--- src/rtl/control_unit_mc.sv ---
// Multi-cycle RV32 subset control unit.
// Moore FSM with memory wait timeout, fault latch and retire counter.
module control_unit_mc #(
  parameter int CNT_W       = 32,
  parameter int MEM_TIMEOUT = 15,
  parameter bit ILLEGAL_HALT = 1'b1
) (
  input  logic             clk,
  input  logic             rst,
  input  logic [31:0]      instruction,
  input  logic             imem_ready,
  input  logic             dmem_ready,
  output logic             pc_write,
  output logic             pc_write_cond,
  output logic             alu_src_a,
  output logic             load_reg_a,
  output logic             load_reg_b,
  output logic             load_alu_out,
  output logic             write_reg,
  output logic             load_ir,
  output logic             load_mdr,
  output logic             imem_req,
  output logic             dmem_req,
  output logic             dmem_write,
  output logic             branch_op,
  output logic [1:0]       pc_src,
  output logic [1:0]       alu_src_b,
  output logic [2:0]       alu_funct,
  output logic [1:0]       mem_to_reg,
  output logic             fault,
  output logic [1:0]       fault_code,
  output logic [3:0]       state_out,
  output logic [CNT_W-1:0] retire_cnt
);

  typedef enum logic [3:0] {
    FETCH      = 4'd0,
    FETCH_DONE = 4'd1,
    DECODE     = 4'd2,
    CALC_ADDR  = 4'd3,
    EXEC_R     = 4'd4,
    MEM_RD     = 4'd5,
    MEM_WR     = 4'd6,
    WB_ALU     = 4'd7,
    WB_MEM     = 4'd8,
    LUI        = 4'd9,
    BRANCH     = 4'd10,
    JAL        = 4'd11,
    FAULT      = 4'd12
  } state_t;

  localparam logic [6:0] OP_R     = 7'b0110011;
  localparam logic [6:0] OP_ADDI  = 7'b0010011;
  localparam logic [6:0] OP_LOAD  = 7'b0000011;
  localparam logic [6:0] OP_STORE = 7'b0100011;
  localparam logic [6:0] OP_LUI   = 7'b0110111;
  localparam logic [6:0] OP_BR    = 7'b1100011;
  localparam logic [6:0] OP_JAL   = 7'b1101111;

  state_t           state, stateNext;
  logic [31:0]      waitCnt, waitCntNext;
  logic [1:0]       faultCode, faultCodeNext;
  logic [CNT_W-1:0] retireCnt;
  logic             retireInc;

  logic [6:0] opcode;
  logic [2:0] funct3;
  logic [6:0] funct7;
  logic [2:0] rOp;
  logic       isR, isAddr, isLui, isBr, isJal;
  logic       rLegal, brLegal, memTimeout;
  logic       unusedIr;

  assign opcode   = instruction[6:0];
  assign funct3   = instruction[14:12];
  assign funct7   = instruction[31:25];
  assign unusedIr = ^{instruction[24:15], instruction[11:7]};

  assign isR    = opcode == OP_R;
  assign isAddr = (opcode == OP_ADDI) || (opcode == OP_LOAD) ||
                  (opcode == OP_STORE);
  assign isLui  = opcode == OP_LUI;
  assign isBr   = opcode == OP_BR;
  assign isJal  = opcode == OP_JAL;

  always_comb begin
    rOp = 3'b000;
    case ({funct7, funct3})
      10'b0000000_000: rOp = 3'b001;
      10'b0100000_000: rOp = 3'b010;
      10'b0000000_111: rOp = 3'b011;
      10'b0000000_110: rOp = 3'b100;
      default:         rOp = 3'b000;
    endcase
  end

  assign rLegal  = rOp != 3'b000;
  assign brLegal = (funct3 == 3'b000) || (funct3 == 3'b001);

  // A timeout of zero means wait forever.
  assign memTimeout = (MEM_TIMEOUT != 0) &&
                      (waitCnt == 32'(MEM_TIMEOUT - 1));

  always_comb begin
    stateNext     = state;
    waitCntNext   = waitCnt;
    faultCodeNext = faultCode;
    case (state)
      FETCH: begin
        if (imem_ready) begin
          stateNext = FETCH_DONE;
        end else if (memTimeout) begin
          stateNext     = FAULT;
          faultCodeNext = 2'b10;
        end else begin
          waitCntNext = waitCnt + 32'd1;
        end
      end
      FETCH_DONE: stateNext = DECODE;
      DECODE: begin
        unique case (1'b1)
          isR && rLegal:  stateNext = EXEC_R;
          isAddr:         stateNext = CALC_ADDR;
          isLui:          stateNext = LUI;
          isBr && brLegal: stateNext = BRANCH;
          isJal:          stateNext = JAL;
          default: begin
            if (ILLEGAL_HALT) begin
              stateNext     = FAULT;
              faultCodeNext = 2'b01;
            end else begin
              stateNext = FETCH;
            end
          end
        endcase
      end
      CALC_ADDR: begin
        if (opcode == OP_STORE)     stateNext = MEM_WR;
        else if (opcode == OP_LOAD) stateNext = MEM_RD;
        else                        stateNext = WB_ALU;
      end
      EXEC_R: stateNext = WB_ALU;
      MEM_RD, MEM_WR: begin
        if (dmem_ready) begin
          stateNext = (state == MEM_RD) ? WB_MEM : FETCH;
        end else if (memTimeout) begin
          stateNext     = FAULT;
          faultCodeNext = 2'b10;
        end else begin
          waitCntNext = waitCnt + 32'd1;
        end
      end
      WB_ALU, WB_MEM, LUI, BRANCH, JAL: stateNext = FETCH;
      FAULT:   stateNext = FAULT;
      default: stateNext = FETCH;
    endcase
    // Every wait state is entered from a different state, so any
    // transition restarts the count.
    if (stateNext != state) waitCntNext = '0;
  end

  assign retireInc = (stateNext == FETCH) && (state != FETCH) &&
                     (state != FAULT);

  always_ff @(posedge clk) begin
    if (rst) begin
      state     <= FETCH;
      waitCnt   <= '0;
      faultCode <= '0;
      retireCnt <= '0;
    end else begin
      state     <= stateNext;
      waitCnt   <= waitCntNext;
      faultCode <= faultCodeNext;
      if (retireInc) retireCnt <= retireCnt + CNT_W'(1);
    end
  end

  always_comb begin
    pc_write      = 1'b0;
    pc_write_cond = 1'b0;
    alu_src_a     = 1'b0;
    load_reg_a    = 1'b0;
    load_reg_b    = 1'b0;
    load_alu_out  = 1'b0;
    write_reg     = 1'b0;
    load_ir       = 1'b0;
    load_mdr      = 1'b0;
    imem_req      = 1'b0;
    dmem_req      = 1'b0;
    dmem_write    = 1'b0;
    branch_op     = 1'b0;
    pc_src        = 2'b00;
    alu_src_b     = 2'b00;
    alu_funct     = 3'b000;
    mem_to_reg    = 2'b00;
    fault         = 1'b0;
    fault_code    = 2'b00;
    case (state)
      FETCH: begin
        imem_req = 1'b1;
        load_ir  = 1'b1;
      end
      FETCH_DONE: begin
        pc_write  = 1'b1;
        alu_src_b = 2'b01;
        alu_funct = 3'b001;
      end
      DECODE: begin
        load_reg_a   = 1'b1;
        load_reg_b   = 1'b1;
        load_alu_out = 1'b1;
        alu_src_b    = 2'b11;
        alu_funct    = 3'b001;
      end
      CALC_ADDR: begin
        alu_src_a    = 1'b1;
        alu_src_b    = 2'b10;
        alu_funct    = 3'b001;
        load_alu_out = 1'b1;
      end
      EXEC_R: begin
        alu_src_a    = 1'b1;
        load_alu_out = 1'b1;
        alu_funct    = rOp;
      end
      MEM_RD: begin
        dmem_req = 1'b1;
        load_mdr = 1'b1;
      end
      MEM_WR: begin
        dmem_req   = 1'b1;
        dmem_write = 1'b1;
      end
      WB_ALU: write_reg = 1'b1;
      WB_MEM: begin
        write_reg  = 1'b1;
        mem_to_reg = 2'b01;
      end
      LUI: begin
        write_reg  = 1'b1;
        mem_to_reg = 2'b10;
      end
      BRANCH: begin
        pc_write_cond = 1'b1;
        pc_src        = 2'b01;
        alu_src_a     = 1'b1;
        alu_funct     = 3'b010;
        branch_op     = instruction[12];
      end
      JAL: begin
        write_reg  = 1'b1;
        mem_to_reg = 2'b11;
        pc_write   = 1'b1;
        pc_src     = 2'b10;
      end
      FAULT: begin
        fault      = 1'b1;
        fault_code = faultCode;
      end
      default: ;
    endcase
    if (rst) begin
      pc_write      = 1'b0;
      pc_write_cond = 1'b0;
      alu_src_a     = 1'b0;
      load_reg_a    = 1'b0;
      load_reg_b    = 1'b0;
      load_alu_out  = 1'b0;
      write_reg     = 1'b0;
      load_ir       = 1'b0;
      load_mdr      = 1'b0;
      imem_req      = 1'b0;
      dmem_req      = 1'b0;
      dmem_write    = 1'b0;
      branch_op     = 1'b0;
      pc_src        = 2'b00;
      alu_src_b     = 2'b00;
      alu_funct     = 3'b000;
      mem_to_reg    = 2'b00;
      fault         = 1'b0;
      fault_code    = 2'b00;
    end
  end

  assign state_out  = state;
  assign retire_cnt = retireCnt;

endmodule
--- config.mk ---
export PLATFORM = sky130hd
export DESIGN_NAME = control_unit_mc
export DESIGN_NICKNAME = d
export VERILOG_FILES = /design/src/rtl/control_unit_mc.sv
export SDC_FILE = /design/constraint.sdc
export NUM_CORES = 1
export LEC_CHECK = 0
export ABC_AREA = 1
export CORE_ASPECT_RATIO = 1.4
export CORE_MARGIN = 8
export CORE_UTILIZATION = 58
export CTS_CLUSTER_SIZE = 30
export DETAILED_ROUTE_END_ITERATION = 8
export HOLD_SLACK_MARGIN = 0.12
export MAX_ROUTING_LAYER = met4
export PLACE_DENSITY_LB_ADDON = 0.12
export SLEW_MARGIN = 5
export SYNTH_ARGS = -nofsm -noshare
export SYNTH_HDL_FRONTEND = slang
export SYNTH_SLANG_ARGS = --single-unit
--- constraint.sdc ---
create_clock -name clk -period 3.4 [get_ports clk]
set_clock_uncertainty 0.05 [all_clocks]
set_input_delay 1.02 -clock clk [delete_from_list [all_inputs] [get_ports clk]]
set_output_delay 1.02 -clock clk [all_outputs]
set_load 0.01 [all_outputs]
==> summary.md <==
| Metric | Value |
|---|---|
| Status | `complete, no violations` |
| Setup repair after global routing missed its margin | `yes` |
| Die W | `96.6 microns` |
| Slew HR | `66.0%` |
| Yosys reg bits | `70` |
| Fin area | `6580 sq um` |
| Inserted Diodes | `0` |
| Worst hold-check path type | `register to register` |
| Layout cell share with drive strength beyond 1 | `11.9%` |
| Min Tclk post-route | `3370 ps` |
| Clock power share | `27.1%` |
| CTS tree | `built` |
| Vias in the first global route | `5771` |
| Die Y | `129 microns` |
| Crit-path cells | `dlygate4sd2_1, clkinv_2, nand2_1, nor2_1, buf_4, clkdlybuf4s50_1` |
| DPL Wire Length | `12200 microns` |
| Worst vdd ir | `0.000530 V` |
| All-layer global routing usage | `26.1%` |
| Pin count of the biggest net entering global routing | `35` |
| YS warnings | `0` |
| First-pass GRT wire length | `26600 microns` |
| Setup crit start kind | `input pin` |
| Total chip power | `3.31 mW` |
| Static leakage | `2.68 nW` |
| Synth Flop Type | `dfxtp_1` |
| Synthesized net count | `897` |
| Vias | `5855` |
| Synth top area cells | `dfxtp_1 27%, nand2_1 18%, nor2_1 8.2%` |
| Port Buffers | `81` |
| DRC Markers | `0` |
| Core area | `8930 sq um` |
| Drt first pass iters | `7` |
| Combinational cell fraction of total power | `45.9%` |
| Worst path slowest cell | `clkdlybuf4s50_1` |
| Die area | `12500 sq um` |
| 1st-iter DRT viols | `345` |
| Largest area contributor in the netlist | `dfxtp_1` |
| P_sw | `1.44 mW` |
| CTS H-Tree Depth | `3` |
| Post-CTS Hold Fix Bufs | `0` |
| Avg Cell Area, Syn | `6.16 sq um` |
| Std-Cell Rows | `41` |
| Max clock buf depth | `2` |
| Fmax | `296 MHz` |
| Sequential share of power | `27.1%` |
| Worst Path Max Fanout | `5` |
| Post-synth ARST share | `0%` |
| # setup viols final | `0` |
| Root buffer cell | `clkbuf_16` |
| Initial antenna violation count | `0` |
| CP arrival | `2300 ps` |
| Setup Buffers After CTS | `0` |
| Placed instance area | `6260 sq um` |
| Switching share of power | `43.6%` |
| PwrDens | `503 nW/um^2` |
| Fin util | `73.7%` |
| Synth Cell Area | `5280 sq um` |
| Avg WL per Cell | `15.2 microns` |
| CP Capture Type | `output port` |
| Max-slew violations | `0` |
| Fin nets | `979` |
| WP buf/inv | `4` |
| Initial Utilization | `59.2%` |
| Reported max-cap violation count | `0` |
| Post-synth top area share | `26.5%` |
| Final hold vios | `0` |
| Final GP Congestion | `1.05` |
| Synth cell types | `32` |
| Worst path max stage delay | `530 ps` |
| Syn Inst Count | `858` |
| CTS Buf Count | `9` |
| WL final | `16000 microns` |
| Crit path max-delay family | `buffers and inverters` |
| Area Overhead vs Synth | `24.6%` |
| Total grt overflow | `0` |
| Clk sinks | `70` |
| Worst-Margin Slew | `507 ps` |
| Post-synth EDFFs | `0` |
| Io pins | `97` |
| Type of the worst setup path | `input pin to output port` |
| Register area share after synthesis | `26.5%` |
| Clk pin slew, worst setup/hold paths | `50 ps` |
| Vias/cell | `5.57` |
| Worst endpoint required time | `2330 ps` |
| Clk_lat worst skew | `340 ps` |
| Antenna-violating nets left | `0` |
| Period utilization | `99.2%` |
| P_int | `1.87 mW` |
through the flow:
| step | cells | worst slack, ps | hold slack, ps | TNS (ps) |
|---|---|---|---|---|
| final | 1052 | 26.9 | 416 | 0 |
| after global placement | 1036 | -365 | 401 | -3890 |
| after CTS | 1052 | -23.7 | 414 | -23.7 |
| after floorplan | 858 | 394 | 391 | 0 |
| after global routing | 1052 | -48.3 | 454 | -102 |
| after detailed placement | 1036 | -392 | 407 | -3970 |
power groups by stage:
stage	logic, mW	registers [mW]	clock network, mW
after global placement	1.46	0.913	0
after detailed placement	1.50	0.914	0
after CTS	1.51	0.896	0.907
after global routing	1.64	0.900	0.942
after floorplan	1.05	0.902	0
final	1.52	0.897	0.897
metal layers:
layer	up-vias	global-route usage, %	share of wire [%]
li1	2905	-	-
met3	58	3.81	4.8
met4	0	15.3	4.0
met2	197	47.5	53
met5	-	-	0
met1	2695	26.0	38
area by class of cell:
| type | instances | area [sq um] |
|---|---|---|
| fill | 769 | 2340 |
| timing repair buffer | 103 | 1040 |
| sequential | 70 | 1400 |
| inverter | 93 | 350 |
| tap | 107 | 134 |
| multi-input combinational | 663 | 3370 |
| clock inverter | 5 | 33.8 |
| clock buffer | 11 | 253 |
flip-flops by register name, indices dropped and copies added (netlist names):
register and count:
retire_cnt 32, waitCnt 32, state_out 4, faultCode 2
cell usage in the layout, fill, tap and decap left out, types with 17 or more instances in the layout:
| cell | instances |
|---|---|
| o21ai_0 | 18 |
| a21oi_1 | 39 |
| nand4_1 | 52 |
| nor3_1 | 33 |
| clkdlybuf4s50_1 | 67 |
| nor2_2 | 39 |
| dfxtp_1 | 70 |
| buf_4 | 17 |
| nand3_1 | 29 |
| xor2_1 | 39 |
| xnor2_1 | 19 |
| inv_1 | 83 |
| nand2_1 | 248 |
| nor2_1 | 111 |
synth_stat cells, types with 9 or more instances:
| cell type | count |
|---|---|
| nor3_1 | 34 |
| nor2_2 | 35 |
| nor2_1 | 115 |
| o21ai_0 | 18 |
| xnor2_1 | 19 |
| buf_2 | 20 |
| dfxtp_1 | 70 |
| a21oi_1 | 39 |
| nand4_1 | 52 |
| nand2_1 | 248 |
| xor2_1 | 39 |
| nand3_1 | 30 |
| inv_1 | 83 |
| inv_2 | 9 |
worst min-delay path, stage by stage, from the launching register on:
cell     delay (ps)
dfxtp_1         310
nand2_1          60
a21oi_1          50
timing repair:
action	CTS	global route
pin swaps	0	3
resized for setup	14	17
endpoints found under the setup margin	25	11
final timing paths:
| path | from | to | slack, ps | cells after the start |
|---|---|---|---|---|
| worst max register to register | waitCnt[0]$_SDFFE_PP0P_ | retire_cnt[1]$_SDFFE_PP0P_ | 1010 | 11 |
| worst min-delay path | faultCode[1]$_SDFFE_PP0P_ | faultCode[1]$_SDFFE_PP0P_ | 420 | 2 |
| worst max-delay path | rst | pc_src[0] | 30 | 6 |
| worst min register to register | faultCode[1]$_SDFFE_PP0P_ | faultCode[1]$_SDFFE_PP0P_ | 420 | 2 |
cell families after synthesis:
group                    count (synthesis)  synth area share, %
flip-flops                              70                 26.5
adder cells (fa/ha/maj)                  3                0.711
XOR/XNOR                                58                 9.62
AO/OA/AOI/OAI                           62                 6.47
buffers and inverters                  125                 10.4
AND/OR/NAND/NOR                        540                 46.3
(Power assumes the default switching activity.)
